**config.mk**
```make
export PLATFORM = sky130hd
export DESIGN_NAME = toggle_event_decoder
export DESIGN_NICKNAME = d
export VERILOG_FILES = /design/src/rtl/toggle_event_decoder.sv
export SDC_FILE = /design/constraint.sdc
export NUM_CORES = 1
export LEC_CHECK = 0
export CAP_MARGIN = 10
export CORE_MARGIN = 2
export CORE_UTILIZATION = 45
export CTS_CLUSTER_SIZE = 25
export DETAILED_ROUTE_END_ITERATION = 10
export GPL_TIMING_DRIVEN = 0
export PLACE_DENSITY = 0.74
export SLEW_MARGIN = 20
export SYNTH_ARGS = -nofsm -noshare
export SYNTH_HDL_FRONTEND = slang
export SYNTH_SLANG_ARGS = --single-unit
```
**constraint.sdc**
```tcl
create_clock -name clk -period 5.1 [get_ports clk]
set_input_delay 0.765 -clock clk [delete_from_list [all_inputs] [get_ports clk]]
set_output_delay 0.765 -clock clk [all_outputs]
set_load 0.01 [all_outputs]
```
**src/rtl/toggle_event_decoder.sv**
```systemverilog
// ============================================================================
// Module   : toggle_event_decoder
// Purpose  : Synchronizes a toggle-encoded event line, decodes each level
//            change into one event, and buffers events behind valid/ready.
// Revision : 1.0 - initial release
// ============================================================================
`default_nettype none

module toggle_event_decoder #(
  parameter int SYNC_STAGES = 2,
  parameter int CNT_W       = 8,
  parameter int PEND_W      = 4,
  parameter int TIMEOUT     = 16
) (
  input  logic              clk,
  input  logic              reset,
  input  logic              t_in,
  input  logic              ev_ready,
  input  logic              clr,
  output logic              ev_valid,
  output logic [PEND_W-1:0] pending,
  output logic [CNT_W-1:0]  ev_count,
  output logic              overflow,
  output logic              idle_timeout
);

  localparam int                c_warm_w    = $clog2(SYNC_STAGES + 2);
  localparam logic [c_warm_w-1:0] c_warm_done = c_warm_w'(SYNC_STAGES + 1);
  localparam logic [c_warm_w-1:0] c_warm_one  = c_warm_w'(1);
  localparam logic [PEND_W-1:0] c_pend_one  = PEND_W'(1);
  localparam logic [CNT_W-1:0]  c_cnt_one   = CNT_W'(1);
  localparam logic [15:0]       c_timeout   = 16'(TIMEOUT);
  localparam logic [15:0]       c_idle_one  = 16'(1);

  logic [SYNC_STAGES-1:0] r_sync;
  logic                   r_prev;
  logic [c_warm_w-1:0]    r_warm;
  logic [PEND_W-1:0]      r_pending;
  logic [CNT_W-1:0]       r_count;
  logic                   r_overflow;
  logic [15:0]            r_idle;
  logic                   r_idle_to;

  logic w_s;
  logic w_primed;
  logic w_edge;
  logic w_valid;
  logic w_pop;
  logic w_full;

  // The chain is cleared by reset, so edges stay masked until it has refilled
  // from the live line and prev holds a real sample; a line resting high
  // therefore never yields a spurious event after reset release.
  assign w_s      = r_sync[SYNC_STAGES-1];
  assign w_primed = (r_warm == c_warm_done);
  assign w_edge   = w_primed & (w_s ^ r_prev);
  assign w_valid  = (r_pending != '0);
  assign w_pop    = w_valid & ev_ready;
  assign w_full   = &r_pending;

  always_ff @(posedge clk or posedge reset) begin
    if (reset) begin
      r_sync     <= '0;
      r_prev     <= 1'b0;
      r_warm     <= '0;
      r_pending  <= '0;
      r_count    <= '0;
      r_overflow <= 1'b0;
      r_idle     <= '0;
      r_idle_to  <= 1'b0;
    end else begin
      r_sync <= {r_sync[SYNC_STAGES-2:0], t_in};
      r_prev <= w_s;
      if (!w_primed) begin
        r_warm <= r_warm + c_warm_one;
      end

      // Simultaneous push and pop cancel, which also avoids a drop when full.
      if (w_edge && !w_pop) begin
        if (!w_full) begin
          r_pending <= r_pending + c_pend_one;
        end else begin
          r_overflow <= 1'b1;
        end
      end else if (w_pop && !w_edge) begin
        r_pending <= r_pending - c_pend_one;
      end

      if (clr) begin
        r_count    <= '0;
        r_overflow <= 1'b0;
        r_idle     <= '0;
      end else begin
        if (w_edge) begin
          r_count <= r_count + c_cnt_one;
          r_idle  <= '0;
        end else if (r_idle != c_timeout) begin
          r_idle <= r_idle + c_idle_one;
        end
      end

      r_idle_to <= (r_idle == c_timeout);
    end
  end

  assign ev_valid     = w_valid;
  assign pending      = r_pending;
  assign ev_count     = r_count;
  assign overflow     = r_overflow;
  assign idle_timeout = r_idle_to;

endmodule

`default_nettype wire

```
# Word-level counts from Yosys, hierarchy flattened
# Cells that the tools add are included.
[word_totals] in_bits=5 elab_cells=44 register_bits=35
[classes] n_addsub=5 n_eq_ne=4 reduce_logical=13 bitwise=3 n_mux=11
[ops] cell="$mux 16" count=3
[ops] cell="$add 16x1->16 const B" count=1
[ops] cell="$eq 16x5->1 const B" count=1
[ops] cell="$mux 8" count=2
[ops] cell="$ne 16x5->1 const B" count=1
[ops] cell="$mux 4" count=3
[ops] cell="$add 8x1->8 const B" count=1
[ops] cell="$reduce_bool 2->1" count=4
[ops] cell="$add 4x1->4 const B" count=1
[ops] cell="$reduce_and 2->1" count=2
[ops] cell="$reduce_and 4->1" count=1
[ops] cell="$reduce_bool 4->1" count=1
[ops] cell="$sub 4x1->4 const B" count=1
[ops] cell="$mux 1" count=3
[ops] cell="$reduce_bool 3->1" count=1
[ops] cell="$add 2x1->2 const B" count=1
[ops] cell="$and 1x1->1" count=2
[ops] cell="$eq 2x2->1 const B" count=1
[ops] cell="$logic_and 1x1->1" count=2
[ops] cell="$logic_not 1->1" count=2
[ops] cell="$ne 2x2->1 const B" count=1
[ops] cell="$xor 1x1->1" count=1

# Longest topological paths before layout
# Gate-level depths: netlist (run 1).
[logic_depth] depth_word=6 ltp_mapped=8 mapped_depth_nobuf=8

# Worst setup path before layout (run 1)
# Ideal clock, no wire load.
[synth_path] path_type="register to register" startpoint="reg r_pending[0], in the netlist pending[0]" endpoint="reg r_pending[3], in the netlist pending[3]" t_arrival_ps=2080 path_buffers=0 path_stages_with_launch=9 slack_ps=2890 path_cell_list="dfrtp_1 o41ai_1 nand3_1 ha_1 a21o_1 a21oi_1 xor2_1 nor2_1 xor2_1"
[synth_between] elab_chain_cells=6
[synth_lines] element="from (decl)" line_no="38" text="logic [PEND_W-1:0] r_pending;"
[synth_lines] element="from (signal assigned)" line_no="81" text="r_pending <= r_pending + c_pend_one;"
[synth_lines] element="from (signal assigned)" line_no="86" text="r_pending <= r_pending - c_pend_one;"
[synth_lines] element="$reduce_bool 4->1" line_no="57" text="assign w_valid = (r_pending != '0);"
[synth_lines] element="$and 1x1->1" line_no="58" text="assign w_pop = w_valid & ev_ready;"
[synth_lines] element="$logic_not 1->1" line_no="79" text="if (w_edge && !w_pop) begin"
[synth_lines] element="$logic_and 1x1->1" line_no="79"
[synth_lines] element="$ne 2x2->1 (no line) / $reduce_bool 2->1 (equally long branches)"
[synth_lines] element="$reduce_and 2->1 (no line)"
# Several ways; a longest one is shown, not always the timed one. The select of a mux whose other input is x is not followed.
# A chain may end at the register's enable or synchronous reset.

# Worst setup path after layout (run 1)
[layout_path] startpoint="reg r_pending[0], in the netlist pending[0]" endpoint="out ev_valid"
[layout_between] elab_chain_cells=1
[layout_lines] element="$reduce_bool 4->1" line_no="57"
[layout_lines] element="to (decl)" line_no="20" text="output logic ev_valid,"
# No other way between the ends.

==> impl_metrics.env, run 1 <==
export IMPL_ys_ff_latch=35
export IMPL_worst_slew_pin_slew_ns=0.706
export IMPL_max_slew_margin=0.529
export IMPL_grt_ovfl_total=0
export IMPL_r2r_end="pending[3]"
export IMPL_synth_most_common_cell="dfrtp_1"
export IMPL_synth_edff_count=0
export IMPL_die_y_um=66.3
export IMPL_synth_simple_gate_area_frac=0.210
export IMPL_tns_ns=0
export IMPL_grt_max_degree=36
export IMPL_root_buffer="clkbuf_8"
export IMPL_totalWireLength_um=3000
export IMPL_ant_nets=0
export IMPL_min_period_over_period=0.492
export IMPL_whs_ns=0.349
export IMPL_portBuffers=18
export IMPL_synth_compound_area_share=0.0730
export IMPL_yosysTopAreaCell="dfrtp_1"
export IMPL_yosys_warnings=0
export IMPL_synth_cells=165
export IMPL_yosysSeqAreaShare=0.501
export IMPL_io_pins=20
export IMPL_synth_xor_xnor_area_share=0.110
export IMPL_drc=0
export IMPL_required_ns=4.34
export IMPL_final_hold_viol_count=0
export IMPL_hold_path_class="reg -> reg"
export IMPL_grt_pass1_wl_um=5400
export IMPL_htree_levels=2
export IMPL_finalSetupViolCount=0
export IMPL_drive_gt1_frac=0.0890
export IMPL_vias_per_cell=5.18
export IMPL_crit_arrival_ns=1.74
export IMPL_cts_resized_gates=0
export IMPL_vdd_ir_drop_max_uv=181
export IMPL_syn_avg_cell_area_sq_um=10.6
export IMPL_dp_hpwl_um=2170
export IMPL_maxCapViolCount=0
export IMPL_clkLatencyLatePin_ns=0.28
export IMPL_cts_tree="built"
export IMPL_post_cts_buffers=0
export IMPL_cp_max_fo=7
export IMPL_initial_utilization=0.474
export IMPL_endpoint_kind="output port"
export IMPL_synth_top_area_share=0.501
export IMPL_synthMuxAreaShare=0.0186
export IMPL_r2r_slack_ns=2.75
export IMPL_ys_flop_type="dfrtp_1"
export IMPL_synth_common_cells="dfrtp_1, nor2_1, xor2_1"
export IMPL_cts_path_max_buffers=2
export IMPL_async_flop_share=1.00
export IMPL_die_area_sq_um=4400
export IMPL_clock_sinks=35
export IMPL_place_gp_congestion=0.827
export IMPL_syn_nets=177
export IMPL_drt_pass1_iter_count=4
export IMPL_synth_area_sq_um=1750
export IMPL_grt_usage=0.164
export IMPL_synthAdderAreaFrac=0.0544
export IMPL_synth_top_family_by_area="simple AND/OR/NAND/NOR gates"
export IMPL_fp_dieW_um=66.3
export IMPL_fin_worst_skew_ns=0.00402
export IMPL_cts_reportedPaths_clkPinSlew_ns=0.07
export IMPL_r2r_cells=8
export IMPL_post_drt_wl_per_cell_um=12.5
export IMPL_n_antenna_cell=0
export IMPL_ys_types=36
export IMPL_startpoint_type="register"
export IMPL_antenna_found_initial=0
export IMPL_rsz0062_at_grt="false"
export IMPL_leakage_nw=0.885
export IMPL_vias=1237
export IMPL_fill_cells=303
export IMPL_r2r_start="pending[0]"
export IMPL_grt_pass1_vias=1212
export IMPL_run_status="complete, no violations"
export IMPL_nets=202
export IMPL_dr_first_iter_drc_count=42
export IMPL_critPathLaunch="pending[0]"
export IMPL_syn2layout_area_growth_pct=19.5
export IMPL_critPathCapture="ev_valid"
export IMPL_period_needed_ns=2.51
export IMPL_path_class="reg -> out"
export IMPL_fmax_ghz=0.399
export IMPL_synthTopCellsByArea="dfrtp_1, xor2_1, xnor2_1"
export IMPL_maxSlewViolCount=0
export IMPL_core_area_sq_um=3690
export IMPL_num_rows=22
export IMPL_power_density_nw_per_um2=355
export IMPL_numCtsBuffers=5
export IMPL_holdBufCountCts=0
==> worst min-delay path by stage <==
stage / cells past startpoint / endpoint / from / slack, ns
floorplan: 0 / r_sync[1] / r_sync[0] / 0.33
global placement: 0 / r_sync[1] / r_sync[0] / 0.33
detailed placement: 0 / r_sync[1] / r_sync[0] / 0.33
CTS: 0 / r_sync[1] / r_sync[0] / 0.35
global route: 0 / r_sync[1] / r_sync[0] / 0.36
finish: 0 / r_sync[1] / r_sync[0] / 0.35
==> cell type report <==
type                       count  area, sq um  area share
timing repair buffer          18          180      0.0863
sequential                    35          876       0.419
clock buffer                   8          100      0.0479
tap                           48         60.1      0.0288
buffer                         4         31.3      0.0150
inverter                       7         26.3      0.0126
multi-input combinational    119          815       0.390
==> metrics by stage <==
stage,power (mW),instances,setup slack (ns),cell area (sq um),util
detailed placement,0.531,231,2.34,1990,0.539
global placement,0.519,231,2.38,1990,0.539
floorplan,0.457,165,2.89,1750,-
finish,0.741,239,2.59,2090,0.566
CTS,0.751,239,2.57,2090,0.566
global route,0.787,239,2.48,2090,0.566
==> report_power, final <==
part	total, mW	internal [mW]	switching [mW]
clock	0.219	0.123	0.0953
combinational	0.186	0.102	0.0837
sequential	0.337	0.301	0.0360
total	0.741	0.526	0.215
==> kinds of logic after synthesis <==
logic type,count (synthesis)
muxes,3
buffers and inverters,11
DFF,35
and+or+nand+nor,68
AOI/OAI and AO/OA,19
adders and majority gates,7
xor gates and xnor gates,22
==> state kept, by name, summed over array words and instances (netlist names) <==
name	flops
ev_count	8
idle_timeout	1
pending	4
r_warm	2
r_sync	2
r_prev	1
r_idle	16
overflow	1
==> per-layer routing <==
| metal | up-vias | track usage | wire [um] |
|---|---|---|---|
| li1 | 619 | - | - |
| met1 | 588 | 0.209 | 1410 |
| met2 | 21 | 0.253 | 1390 |
| met3 | 9 | 0.0460 | 113 |
| met4 | 0 | 0.0867 | 81 |
| met5 | - | 0 | 0 |
==> placed cells by master, fill, tap and decap left out, types with 5 or more instances in the layout <==
| cell type | n |
|---|---|
| ha_1 | 6 |
| or3_1 | 5 |
| xor2_1 | 12 |
| a21oi_1 | 8 |
| clkdlybuf4s50_1 | 18 |
| nand3_1 | 6 |
| nand4_1 | 6 |
| dfrtp_1 | 35 |
| nor2_1 | 23 |
| xnor2_1 | 10 |
| o21ai_0 | 6 |
| inv_1 | 6 |
| clkbuf_8 | 7 |
| nand2_1 | 7 |
==> critical path, stage by stage, from the launching register on <==
cell and delay (ns):
dfrtp_1 0.47, nor3_1 0.41, nand2b_1 0.09, clkdlybuf4s50_1 0.49
No activity file was read; power rests on OpenSTA's default activity.
==> run 2: changes to the inputs <==
--- a/config.mk
+++ b/config.mk
@@ -11,7 +11,7 @@
 export CTS_CLUSTER_SIZE = 25
 export DETAILED_ROUTE_END_ITERATION = 10
 export GPL_TIMING_DRIVEN = 0
-export PLACE_DENSITY = 0.74
+export PLACE_DENSITY = 0.77
 export SLEW_MARGIN = 20
 export SYNTH_ARGS = -nofsm -noshare
 export SYNTH_HDL_FRONTEND = slang
==> constraint.sdc (replaced) <==
create_clock -name clk -period 2 [get_ports clk]
set_input_delay 0.3 -clock clk [delete_from_list [all_inputs] [get_ports clk]]
set_output_delay 0.3 -clock clk [all_outputs]
set_load 0.01 [all_outputs]
==> impl_metrics.env, run 2 (synthesis gave the netlist of run 1 again) <==
export IMPL_clock_sinks=35
export IMPL_vdd_ir_drop_max_uv=489
export IMPL_p_switching_mw=0.602
export IMPL_switching_share=0.304
export IMPL_cts_path_max_buffers=2
export IMPL_core_area_sq_um=3690
export IMPL_dp_cells=231
export IMPL_path_class="reg -> reg"
export IMPL_htree_levels=2
export IMPL_finalSetupViolCount=2
export IMPL_hold_path_depth=0
export IMPL_use_met1=0.210
export IMPL_die_y_um=66.3
export IMPL_syn2layout_area_growth_pct=24.4
export IMPL_use_met2=0.294
export IMPL_fin_worst_skew_ns=0.00151
export IMPL_r2r_end="pending[3]"
export IMPL_cp_buffers_inverters=0
export IMPL_grt_pass1_wl_um=5790
export IMPL_startpoint_type="register"
export IMPL_grt_usage=0.173
export IMPL_required_ns=2.16
export IMPL_total_power_mw=1.98
export IMPL_cts_reportedPaths_clkPinSlew_ns=0.06
export IMPL_fp_dieW_um=66.3
export IMPL_crit_chain="o41ai_4 -> nand3_2 -> ha_4 -> a21o_1 -> a21oi_2 -> xor2_1 -> nor2_1 -> xor2_1"
export IMPL_drive_gt1_frac=0.162
export IMPL_die_area_sq_um=4400
export IMPL_grt_pass1_vias=1313
export IMPL_r2r_slack_ns=-0.06
export IMPL_hold_path_class="reg -> reg"
export IMPL_vias_per_cell=5.25
export IMPL_hold_end="r_sync[1]"
export IMPL_drt_pass1_iter_count=4
export IMPL_largest_reg_flops=16
export IMPL_violations="negative setup slack"
export IMPL_cp_top_family="compound AO/OA/AOI/OAI gates"
export IMPL_dp_hpwl_um=2220
export IMPL_cts_tree="built"
export IMPL_worst_slew_pin_slew_ns=0.709
export IMPL_maxSlewViolCount=0
export IMPL_cp_slowest_cell="dfrtp_2"
export IMPL_leakage_nw=0.917
export IMPL_totalWireLength_um=3280
export IMPL_period_needed_ns=2.06
export IMPL_dpl_cell_area_sq_um=2000
export IMPL_maxCapViolCount=0
export IMPL_top_usage_layer="met2"
export IMPL_cp_max_fo=4
export IMPL_place_gp_congestion=0.753
export IMPL_clkLatencyLatePin_ns=0.28
export IMPL_p_clk_frac=0.258
export IMPL_drc=0
export IMPL_setup_slack_ns=-0.0607
export IMPL_r2r_start="pending[3]"
export IMPL_design_area_sq_um=2170
export IMPL_r2r_cells=8
export IMPL_grt_ovfl_total=0
export IMPL_top_register="r_idle"
export IMPL_rsz0062_at_grt="true"
export IMPL_root_buffer="clkbuf_8"
export IMPL_holdBufCountCts=0
export IMPL_max_slew_margin=0.526
export IMPL_final_common_cell="dfrtp_1"
export IMPL_grt_max_degree=36
export IMPL_p_int_mw=1.38
export IMPL_register_area_sq_um=881
export IMPL_crit_arrival_ns=2.22
export IMPL_crit_top_cell="xor2_1"
export IMPL_initial_utilization=0.474
export IMPL_antenna_found_initial=0
export IMPL_power_density_nw_per_um2=911
export IMPL_numCtsBuffers=5
export IMPL_post_drt_wl_per_cell_um=13.4
export IMPL_fill_cells=317
export IMPL_fmax_ghz=0.485
export IMPL_ant_nets=0
export IMPL_min_period_over_period=1.03
export IMPL_grt_use_met3=0.0409
export IMPL_portBuffers=18
export IMPL_endpoint_kind="register"
export IMPL_critical_path_max_stage_delay_ns=0.43
export IMPL_dr_first_iter_drc_count=72
export IMPL_run_status="finished, violations left"
export IMPL_p_comb_frac=0.299
export IMPL_num_rows=22
export IMPL_vias=1286
export IMPL_hp_start="r_sync[0]"
export IMPL_seqPwrFrac=0.442
export IMPL_instances_no_fill=245
export IMPL_io_pins=20
export IMPL_multi_input_area_sq_um=860
export IMPL_nets=208
export IMPL_pre_cts_ws_ns=-0.246
export IMPL_n_antenna_cell=0
export IMPL_final_hold_viol_count=0
export IMPL_final_cell_mix="dfrtp_1, nor2_1, clkdlybuf4s50_1, xor2_1, xnor2_1"
[run 2: changes by cell type in the layout (fill, tap and decap cells not counted), sizes merged]
cell    change
clkbuf      -1
clkinv      +1
buf         +6
[run 2: cell type report]
cell class	count	area share
Sequential cell	35	0.405
Timing Repair Buffer	24	0.104
Buffer	4	0.0144
Multi-Input combinational cell	119	0.395
Clock buffer	7	0.0397
Clock inverter	1	0.00230
Tap cell	48	0.0276
Inverter	7	0.0121
[run 2: how the worst max path moves through the flow]
stage / start / endpoint / slack (ns) / cells past startpoint
finish: pending[3] / pending[3] / -0.06 / 8
global route: pending[3] / pending[3] / -0.14 / 8
CTS: pending[1] / pending[3] / -0.02 / 8
detailed placement: ev_ready / pending[3] / -0.25 / 9
global placement: ev_ready / pending[3] / -0.21 / 9
floorplan: pending[0] / pending[3] / -0.08 / 8
[run 2: what timing repair did]
| action | in CTS | in global routing |
|---|---|---|
| buffers inserted | 4 | 2 |
| endpoints found under the setup margin | 2 | 3 |
| gates resized for setup | 5 | 0 |
| pin swaps | 3 | 2 |
[run 2: stage by stage]
stage | TNS (ns) | util | hold slack, ns
finish | -0.116 | 0.590 | 0.357
floorplan | -0.0806 | - | 0.331
global placement | -0.207 | 0.543 | 0.340
detailed placement | -0.246 | 0.543 | 0.348
global route | -0.303 | 0.590 | 0.364
CTS | -0.0395 | 0.585 | 0.363
[run 2: power by group through the flow]
| stage | sequential [mW] | clock, mW | combinational (mW) |
|---|---|---|---|
| after CTS | 0.873 | 0.525 | 0.582 |
| final | 0.877 | 0.511 | 0.593 |
| after floorplan | 0.891 | 0 | 0.304 |
| after global routing | 0.886 | 0.564 | 0.657 |
| after global placement | 0.879 | 0 | 0.477 |
| after detailed placement | 0.886 | 0 | 0.496 |
[run 2: layer usage]
layer / routed length (um) / vias to the layer above
li1: - / 626
met1: 1490 / 629
met2: 1630 / 24
met3: 112 / 7
met4: 53 / 0
met5: 0 / -
==> run 3: changes to the inputs <==
==> constraint.sdc (replaced) <==
create_clock -name clk -period 1.7 [get_ports clk]
set_input_delay 0.255 -clock clk [delete_from_list [all_inputs] [get_ports clk]]
set_output_delay 0.255 -clock clk [all_outputs]
set_load 0.01 [all_outputs]
==> impl_metrics.env, run 3 (synthesis gave the netlist of run 1 again) <==
export IMPL_maxSlewViolCount=0
export IMPL_final_common_cell="dfrtp_1"
export IMPL_setup_slack_ns=-0.329
export IMPL_whs_ns=0.346
export IMPL_power_density_nw_per_um2=1100
export IMPL_numCtsBuffers=5
export IMPL_drt_pass1_iter_count=4
export IMPL_total_power_mw=2.46
export IMPL_design_area_sq_um=2220
export IMPL_crit_chain="o41ai_4 -> nand3_2 -> ha_4 -> a21o_1 -> a21oi_2 -> xor2_1 -> nor2_1 -> xor2_1"
export IMPL_grt_max_degree=36
export IMPL_worst_slew_pin_slew_ns=0.715
export IMPL_fin_worst_skew_ns=0.00339
export IMPL_period_needed_ns=2.03
export IMPL_die_area_sq_um=4400
export IMPL_path_class="reg -> reg"
export IMPL_final_hold_viol_count=0
export IMPL_vdd_ir_drop_max_uv=708
export IMPL_r2r_start="pending[2]"
export IMPL_core_area_sq_um=3690
export IMPL_antenna_found_initial=0
export IMPL_finalSetupViolCount=4
export IMPL_cp_max_fo=4
export IMPL_required_ns=1.87
export IMPL_fmax_ghz=0.493
export IMPL_root_buffer="clkbuf_8"
export IMPL_holdBufCountCts=0
export IMPL_pre_cts_ws_ns=-0.468
export IMPL_grt_pass1_vias=1392
export IMPL_run_status="finished, violations left"
export IMPL_violations="negative setup slack"
export IMPL_min_period_over_period=1.19
export IMPL_syn2layout_area_growth_pct=27.3
export IMPL_r2r_cells=8
export IMPL_critPathCapture="pending[3]"
export IMPL_drc=0
export IMPL_place_gp_congestion=0.732
export IMPL_max_slew_margin=0.522
export IMPL_cts_tree="built"
export IMPL_initial_utilization=0.474
export IMPL_vias=1332
export IMPL_cts_reportedPaths_clkPinSlew_ns=0.07
export IMPL_nets=212
export IMPL_drive_gt1_frac=0.204
export IMPL_post_drt_wl_per_cell_um=14.2
export IMPL_largest_reg_flops=16
export IMPL_critical_path_max_stage_delay_ns=0.44
export IMPL_n_antenna_cell=0
export IMPL_crit_top_cell="xor2_1"
export IMPL_maxCapViolCount=0
export IMPL_startpoint_type="register"
export IMPL_cts_path_max_buffers=2
export IMPL_io_pins=20
export IMPL_totalWireLength_um=3530
export IMPL_vias_per_cell=5.35
export IMPL_r2r_end="pending[3]"
export IMPL_grt_ovfl_total=0
export IMPL_clkLatencyLatePin_ns=0.29
export IMPL_final_cell_mix="dfrtp_1, nor2_1, clkdlybuf4s50_1, xor2_1"
export IMPL_top_register="r_idle"
export IMPL_dpl_cell_area_sq_um=2020
export IMPL_num_rows=22
export IMPL_crit_arrival_ns=2.20
export IMPL_leakage_nw=0.953
export IMPL_critPathLaunch="pending[2]"
export IMPL_hold_path_class="in -> reg"
export IMPL_endpoint_kind="register"
export IMPL_rsz0062_at_grt="true"
export IMPL_clock_sinks=35
export IMPL_portBuffers=18
export IMPL_dp_hpwl_um=2340
export IMPL_ant_nets=0
export IMPL_cp_slowest_cell="dfrtp_2"
export IMPL_r2r_slack_ns=-0.33
export IMPL_fp_dieW_um=66.3
export IMPL_cp_buffers_inverters=0
export IMPL_cp_top_family="compound AO/OA/AOI/OAI gates"
export IMPL_dr_first_iter_drc_count=53
export IMPL_die_y_um=66.3
export IMPL_grt_pass1_wl_um=6090
export IMPL_htree_levels=2
export IMPL_grt_usage=0.185
export IMPL_critical_path_depth=8
==> run 3: worst min path at each step <==
stage	cells past startpoint	slack, ns	to	startpoint
global route	2	0.36	ev_count[7]	clr
CTS	2	0.34	ev_count[7]	clr
global placement	0	0.34	r_sync[1]	r_sync[0]
detailed placement	0	0.35	r_sync[1]	r_sync[0]
finish	2	0.35	ev_count[7]	clr
floorplan	0	0.29	r_sync[0]	t_in
==> run 3: routing by layer <==
| metal | routed length (um) | track usage | vias up |
|---|---|---|---|
| li1 | - | - | 638 |
| met1 | 1450 | 0.203 | 650 |
| met2 | 1810 | 0.324 | 34 |
| met3 | 160 | 0.0562 | 10 |
| met4 | 104 | 0.0867 | 0 |
| met5 | 0 | 0 | - |
==> run 3: report_power, final <==
part	internal, mW	switching [mW]	total, mW	leakage (nW)
Combinational	0.470	0.405	0.875	0.449
Clock	0.280	0.289	0.569	0.0477
Sequential	0.912	0.101	1.01	0.456
==> run 3: repair_timing <==
action,CTS,global route
setup buffers,8,3
endpoints found under the setup margin,15,17
pin swaps,5,3
resized for setup,6,4
==> run 3: area by class of cell <==
cell class                      instances  area [sq um]
Inverter                                7          26.3
Sequential cell                        35           881
Clock buffer                            5          68.8
Tap cell                               48          60.1
Multi-Input combinational cell        119           878
Timing Repair Buffer                   29           269
Clock inverter                          3          15.0
Buffer                                  3          26.3
Fill cell                             308          1460
==> run 3: stage by stage <==
stage / util / setup TNS [ns] / std cells
3_3_place_gp: 0.547 / -3.25 / 231
2_1_floorplan: - / -0.571 / 165
4_1_cts: 0.594 / -0.960 / 247
6_report: 0.603 / -0.985 / 249
5_1_grt: 0.603 / -1.28 / 249
3_5_place_dp: 0.547 / -1.18 / 231
